## config.mk

```make
export PLATFORM = sky130hd
export DESIGN_NAME = alu_share_arbiter
export DESIGN_NICKNAME = d
export VERILOG_FILES = /design/src/rtl/alu_share_arbiter.sv
export SDC_FILE = /design/constraint.sdc
export NUM_CORES = 1
export LEC_CHECK = 0
export CAP_MARGIN = 0
export CORE_MARGIN = 1
export CORE_UTILIZATION = 35
export DETAILED_ROUTE_END_ITERATION = 10
export MAX_ROUTING_LAYER = met4
export PLACE_DENSITY_LB_ADDON = 0.15
export SYNTH_ARGS = -nofsm -noshare
export SYNTH_HDL_FRONTEND = slang
export SYNTH_SLANG_ARGS = --single-unit
```

## constraint.sdc

```tcl
create_clock -name clk -period 3.5 [get_ports clk]
set_input_delay 0.35 -clock clk [delete_from_list [all_inputs] [get_ports clk]]
set_output_delay 0.35 -clock clk [all_outputs]
set_load 0.01 [all_outputs]
```

## src/rtl/alu_share_arbiter.sv

```systemverilog
// Round-robin front end that lets two requesters share one combinational ALU.
// Each operation is granted in IDLE, executes for one cycle, then waits in RESP until it is consumed.
module alu_share_arbiter #(
  parameter int WIDTH = 32
) (
  input  logic             clk,
  input  logic             reset,
  input  logic             req0_valid,
  input  logic [WIDTH-1:0] req0_a,
  input  logic [WIDTH-1:0] req0_b,
  input  logic [2:0]       req0_op,
  output logic             req0_ready,
  input  logic             req1_valid,
  input  logic [WIDTH-1:0] req1_a,
  input  logic [WIDTH-1:0] req1_b,
  input  logic [2:0]       req1_op,
  output logic             req1_ready,
  output logic [WIDTH-1:0] alu_a,
  output logic [WIDTH-1:0] alu_b,
  output logic [2:0]       alu_control,
  input  logic [WIDTH-1:0] alu_result,
  input  logic             alu_zero,
  output logic             rsp_valid,
  output logic             rsp_id,
  output logic [WIDTH-1:0] rsp_result,
  output logic             rsp_zero,
  input  logic             rsp_ready
);

  typedef enum logic [1:0] {
    ST_IDLE = 2'd0,
    ST_EXEC = 2'd1,
    ST_RESP = 2'd2
  } state_t;

  state_t           r_state;
  state_t           w_state_next;
  logic             r_last_grant;
  logic             r_id;
  logic [WIDTH-1:0] r_alu_a;
  logic [WIDTH-1:0] r_alu_b;
  logic [2:0]       r_alu_op;
  logic             r_rsp_valid;
  logic [WIDTH-1:0] r_rsp_result;
  logic             r_rsp_zero;

  logic             w_grant0;
  logic             w_grant1;
  logic             w_grant;
  logic [WIDTH-1:0] w_sel_a;
  logic [WIDTH-1:0] w_sel_b;
  logic [2:0]       w_sel_op;

  // Grants only exist in IDLE; on a tie the requester that did not win last time goes.
  always_comb begin
    w_state_next = r_state;
    w_grant0     = 1'b0;
    w_grant1     = 1'b0;
    case (r_state)
      ST_IDLE: begin
        if (req0_valid && (!req1_valid || r_last_grant)) begin
          w_grant0 = 1'b1;
        end else if (req1_valid) begin
          w_grant1 = 1'b1;
        end
        if (w_grant0 || w_grant1) begin
          w_state_next = ST_EXEC;
        end
      end
      ST_EXEC: begin
        w_state_next = ST_RESP;
      end
      ST_RESP: begin
        if (rsp_ready) begin
          w_state_next = ST_IDLE;
        end
      end
      default: begin
        w_state_next = ST_IDLE;
      end
    endcase
  end

  assign w_grant  = w_grant0 | w_grant1;
  assign w_sel_a  = w_grant1 ? req1_a  : req0_a;
  assign w_sel_b  = w_grant1 ? req1_b  : req0_b;
  assign w_sel_op = w_grant1 ? req1_op : req0_op;

  always_ff @(posedge clk or posedge reset) begin
    if (reset) begin
      r_state <= ST_IDLE;
    end else begin
      r_state <= w_state_next;
    end
  end

  // ALU operands are only ever loaded from a grant, so they hold steady outside EXEC.
  always_ff @(posedge clk or posedge reset) begin
    if (reset) begin
      r_last_grant <= 1'b1;
      r_id         <= 1'b0;
      r_alu_a      <= '0;
      r_alu_b      <= '0;
      r_alu_op     <= 3'd0;
      r_rsp_valid  <= 1'b0;
      r_rsp_result <= '0;
      r_rsp_zero   <= 1'b0;
    end else begin
      if (w_grant) begin
        r_alu_a      <= w_sel_a;
        r_alu_b      <= w_sel_b;
        r_alu_op     <= w_sel_op;
        r_id         <= w_grant1;
        r_last_grant <= w_grant1;
      end
      if (r_state == ST_EXEC) begin
        r_rsp_result <= alu_result;
        r_rsp_zero   <= alu_zero;
        r_rsp_valid  <= 1'b1;
      end else if ((r_state == ST_RESP) && rsp_ready) begin
        r_rsp_valid  <= 1'b0;
      end
    end
  end

  assign req0_ready  = w_grant0;
  assign req1_ready  = w_grant1;
  assign alu_a       = r_alu_a;
  assign alu_b       = r_alu_b;
  assign alu_control = r_alu_op;
  assign rsp_valid   = r_rsp_valid;
  assign rsp_id      = r_id;
  assign rsp_result  = r_rsp_result;
  assign rsp_zero    = r_rsp_zero;

endmodule

```

==> flow_metrics.tcl <==
set metrics [dict create \
    rr_startpoint "r_state[1]$_DFFE_PP0P_" \
    grt_pass1_wl_mm 24.8 \
    route.top_layer_used "met4" \
    avgViaCountPerCell 5.29 \
    fin_area_um2 8010 \
    rrSetupSlack_ps 1510 \
    std_cell_rows 42 \
    syn-cell-area_um2 4830 \
    synth_nets 646 \
    area.growth.synth_to_final_pct 65.8 \
    path_cells "clkdlybuf4s50_1 > nor3b_4 > and2_4 > clkdlybuf4s50_1" \
    first_global_vias 4741 \
    cts_buffers 9 \
    yosysUniqueCellTypes 23 \
    drive_above_1_share_pct 4.55 \
    path_delay_family "buffers and inverters" \
    drc 0 \
    cts_tree "yes" \
    fin_worst_skew_ps 5.65 \
    setup_tns_ps 0 \
    power.total_mw 6.60 \
    setup_slack_ps 1190 \
    hold_violations 0 \
    period_minus_slack_ps 2310 \
    slowest_stage "clkdlybuf4s50_1" \
    met1_length_mm 6.55 \
    path_max_fanout 4 \
    slew_viol_final 0 \
    r2r_cells 3 \
    r2r-end "alu_a[23]$_DFFE_PP0P_" \
    holdCritPathClass "input pin to asynchronous set/reset pin" \
    layout.cells.non_filler 902 \
    antenna_left 0 \
    post_cts_resize_count 0 \
    power_density_nw_per_um2 825 \
    fin_hold_ws_ps 447 \
    post-route-period-util_pct 65.9 \
    overflow 0 \
    fp.dieArea_um2 14300 \
    clk_latency_ps 350 \
    h-tree-depth 3 \
    grt_max_degree 70 \
    n_antenna_cell 0 \
    wl_met2_mm 7.85 \
    crit_path_end_kind "output port" \
    crit_type "input pin to output port" \
    max_cap_violations 0 \
    crit_path_max_incr_delay_ps 630 \
    die_h_um 119 \
    antenna_found_initial 0 \
    worst_pin_slew_ps 1180 \
    wl_met3_mm 1.12 \
    finalNetCount 893 \
    avgSynthCellArea_um2 10.2 \
    gp_congestion 0.754 \
    grt_use_total_pct 23.0 \
    setup_viol 0 \
    outcome "completed" \
    post_cts_buffers 0 \
    numPortBuffers 275 \
    clockBufferDepth 2 \
    dr.pass1.iters 4 \
    die_width_um 119 \
    vias 4774 \
    fin_util_pct 60.0 \
    yosysWarnings 0 \
    core_region_area_um2 13300 \
    initial_utilization_pct 36.2 \
    critPathBufInv 2 \
    place_area_um2 7700 \
    fmax_mhz 434 \
    cts_root_buffer "clkbuf_16" \
    synth_seq_cells 105 \
    start_kind "input pin" \
    ys_seq_area_share_pct 54.4 \
    placed_cells 886 \
    drt_iter0_drc 247 \
    cp_common_cell "clkdlybuf4s50_1" \
    crit_arrival_ps 1960 \
    wirelength_mm 15.9 \
    p_leak_nw 3.31 \
    syn_inst 474 \
    cp.required_ps 3150 \
    wl_per_cell_um 17.6 \
    clock_sinks 105 \
    place_ws_ps 1090 \
    postCtsHoldBufs 0 \
    rsz0062_at_grt "no" \
    path_clk_slew_ps 70 \
    dpl.hpwl_mm 10.6 \
    slew_headroom_pct 21.6 \
    io_pins 276 \
    vdd_drop_max_v 0.000319 \
]
## Yosys cell counts
master / number / area, µm²
nor3b_4: 1 / 18.8
nor2b_1: 1 / 6.26
dfstp_2: 1 / 26.3
o21ai_1: 1 / 5.00
and2_4: 1 / 8.76
a21o_1: 1 / 7.51
o311ai_1: 67 / 587
nand2_1: 1 / 3.75
nor2_1: 7 / 26.3
a21oi_1: 1 / 5.00
clkbuf_1: 30 / 113
inv_1: 69 / 259
inv_2: 1 / 3.75
a31oi_1: 1 / 6.26
dfrtp_1: 104 / 2600
and3_1: 1 / 6.26
buf_2: 14 / 70.1
nand3_1: 67 / 335
or2_1: 1 / 6.26
nand2b_1: 1 / 6.26
mux2_1: 33 / 372
o21ai_0: 68 / 340
buf_4: 2 / 15.0
## sequential cells by signal (all words and copies together) (netlist names)
signal        count
rsp_id            1
rsp_zero          1
r_last_grant      1
alu_a            32
rsp_valid         1
alu_b            32
alu_control       3
r_state           2
rsp_result       32
## worst max path at each step
stage	start	to	slack, ps	depth (start not counted)
after CTS	req1_valid	req1_ready	1180	4
after floorplan	reset	alu_a[0]$_DFFE_PP0P_	390	1
final	req1_valid	req1_ready	1190	4
after detailed placement	req1_valid	alu_a[7]$_DFFE_PP0P_	1090	5
after global placement	req1_valid	alu_a[15]$_DFFE_PP0P_	1170	5
after global routing	r_state[1]$_DFFE_PP0P_	req0_ready	1110	3
## layout make-up
type | count | area, µm²
clock buffers | 9 | 225
clock inverters | 7 | 85.1
fillers | 1163 | 5340
inverters | 70 | 265
multi-input cells | 253 | 1760
flip-flops and latches | 105 | 2630
well taps | 176 | 220
repair buffers | 282 | 2820
## where the power goes
part	switching [mW]	internal, mW	total [mW]
Clock	0.492	0.572	1.06
Combinational	1.60	1.77	3.37
Sequential	0.315	1.85	2.17
## cell usage in the layout, fill, tap and decap left out, drive strengths merged, types with 7 or more instances in the layout
| cell type | instances |
|---|---|
| buf | 7 |
| clkbuf | 9 |
| clkdlybuf4s50 | 275 |
| dfrtp | 104 |
| inv | 75 |
| mux2 | 33 |
| nand3 | 67 |
| nor2 | 7 |
| o21ai | 69 |
| o311ai | 67 |
## cells by family after synthesis
kind of cell / synth area share (%)
AND/OR/NAND/NOR: 8.65
AO/OA/AOI/OAI: 19.7
buffers and inverters: 9.53
multiplexers: 7.69
flip-flops: 54.4
## metal layers
| layer | vias up | global-route usage, % |
|---|---|---|
| li1 | 2199 | - |
| met1 | 2325 | 26.9 |
| met2 | 217 | 38.1 |
| met3 | 33 | 5.36 |
| met4 | 0 | 9.14 |
| met5 | - | - |
(Power assumes the default switching activity.)
==> RTL change, RTL diff (same settings) <==
The 3 states of `state_t` get a one-hot encoding in 3 bits.
--- a/src/rtl/alu_share_arbiter.sv
+++ b/src/rtl/alu_share_arbiter.sv
@@ -29,6 +29,6 @@
 
-  typedef enum logic [1:0] {
-    ST_IDLE = 2'd0,
-    ST_EXEC = 2'd1,
-    ST_RESP = 2'd2
+  typedef enum logic [2:0] {
+    ST_IDLE = 3'b001,
+    ST_EXEC = 3'b010,
+    ST_RESP = 3'b100
   } state_t;
Behaviour: same outputs for any inputs over 10 cycles, from zero or initial values and one cycle with reset high; not proved beyond that.
==> RTL change against the unedited design <==
Area after synthesis grew 2.4%. Count of clock-buffer cells in the layout up 2. Worst setup slack lost 0.20 ns. Non-clock buffer count rose by 5. Power shrank 1.0%. Design area increased by 1.4%. Synthesized cell count grew 0.63%. Clock skew increased by 0.0020 ns. Sequential cell count up 1. Largest cell class unchanged. Via count grew 3.7%. Critical path type is now flop to output port. Routed wire length is 4.9% higher.
==> RTL change: results <==
set metrics [dict create \
    final_cells 907 \
    diodes 0 \
    ir_worst_vdd_mv 0.301 \
    dpl.cell_count 891 \
    grt_max_degree 76 \
    skew_ns 0.00766 \
    routed_wl_um 16700 \
    rrSetupSlack_ns 1.45 \
    dp_hpwl_um 11500 \
    p_leak_nw 3.20 \
    cts_root_buf "clkbuf_16" \
    ys_seq_area_frac 0.537 \
    synthTopCellsByArea "dfrtp_1 (53%), a21oi_1 (12%), o31ai_1 (9.0%), mux2_1 (6.8%), o21ai_0 (3.7%)" \
    status "completed" \
    synthTopCellsByCount "a21oi_1 (122), dfrtp_1 (104), o31ai_1 (59)" \
    fillers 1172 \
    worstPathMaxFanout 19 \
    seq_area_mm2 0.00266 \
    async_flop_share 1.00 \
    postPlaceCellArea_mm2 0.00782 \
    drc 0 \
    antenna_found_initial 0 \
    insertion_delay_ns 0.35 \
    grt_pass1_wl_um 25700 \
    synth_cell_types 29 \
    clkTransAtPathRegs_ns 0.07 \
    drtIter0Drc 344 \
    drive_above_1_share 0.0660 \
    post_cts_resize_count 0 \
    track_usage 0.237 \
    avgViaCountPerCell 5.46 \
    min_path_type "primary input to async pin" \
    post_cts_buffers 0 \
    period_needed_ns 2.51 \
    first_pass_iters 5 \
    setup_violations 0 \
    arrival_ns 2.16 \
    slew_headroom 0.454 \
    slowest_delay_ns 0.58 \
    synth_nets 649 \
    ys_warn_count 0 \
    cts.path.max_buffers 2 \
    port_buffers 275 \
    p_int_mw 4.14 \
    slowest_stage "clkdlybuf4s50_1" \
    htree_levels 3 \
    reg2regPathDepth 5 \
    finalWeightedCongestion 0.759 \
    synthCells 477 \
    cts_buffers 9 \
]
## RTL change: per-layer routing
layer / vias up / GRT usage / part of all wire
li1: 2270 / - / -
met1: 2385 / 0.267 / 0.40
met2: 259 / 0.392 / 0.48
met3: 38 / 0.0493 / 0.086
met4: 0 / 0.131 / 0.038
met5: - / - / 0
## RTL change: path summary, 6_finish.rpt
check / start / endpoint
max in group asynchronous: reset / rsp_result[10]$_DFFE_PP0N_
worst max-delay path: r_state[0]$_DFFE_PP1P_ / req0_ready
worst min register to register: rsp_result[28]$_DFFE_PP0N_ / rsp_result[28]$_DFFE_PP0N_
worst max register to register: r_state[0]$_DFFE_PP1P_ / alu_b[7]$_DFFE_PP0P_
worst min-delay path: reset / rsp_result[1]$_DFFE_PP0N_
min in group clk: rsp_result[28]$_DFFE_PP0N_ / rsp_result[28]$_DFFE_PP0N_
## RTL change: worst max-delay path, delay by kind of cell (launching register included)
kind / cells / cell delay (ns)
simple gates: 2 / 0.41
flops: 1 / 0.55
buf+inv: 2 / 0.86
## RTL change: power groups by stage
stage	Combinational [mW]	Clock [mW]	Sequential [mW]
after floorplan	1.43	0	2.37
after global placement	3.36	0	2.12
after detailed placement	3.42	0	2.15
after CTS	3.42	1.05	2.13
after global routing	3.66	1.10	2.20
final	3.39	1.02	2.12
## RTL change: stage by stage
stage	hold WS (ns)	power [mW]
after floorplan	0.485	3.81
after global placement	0.467	5.48
after detailed placement	0.475	5.57
after CTS	0.491	6.61
after global routing	0.511	6.96
final	0.483	6.54
## RTL change: cell type report
class | count | share of cell area
clock buffer | 11 | 0.0299
clock inverter | 5 | 0.00663
inverter | 2 | 0.00123
multi-input combinational | 316 | 0.255
sequential | 106 | 0.327
tap | 180 | 0.0278
timing repair buffer | 287 | 0.353
## RTL change: cell families (layout without fill, tap and decap cells)
group                  Yosys count  after routing  synth area share
buffers and inverters           55            305            0.0514
AO/OA/AOI/OAI                  268            268             0.320
flip-flops                     106            106             0.537
AND/OR/NAND/NOR                 15             15            0.0170
multiplexers                    33             33            0.0752
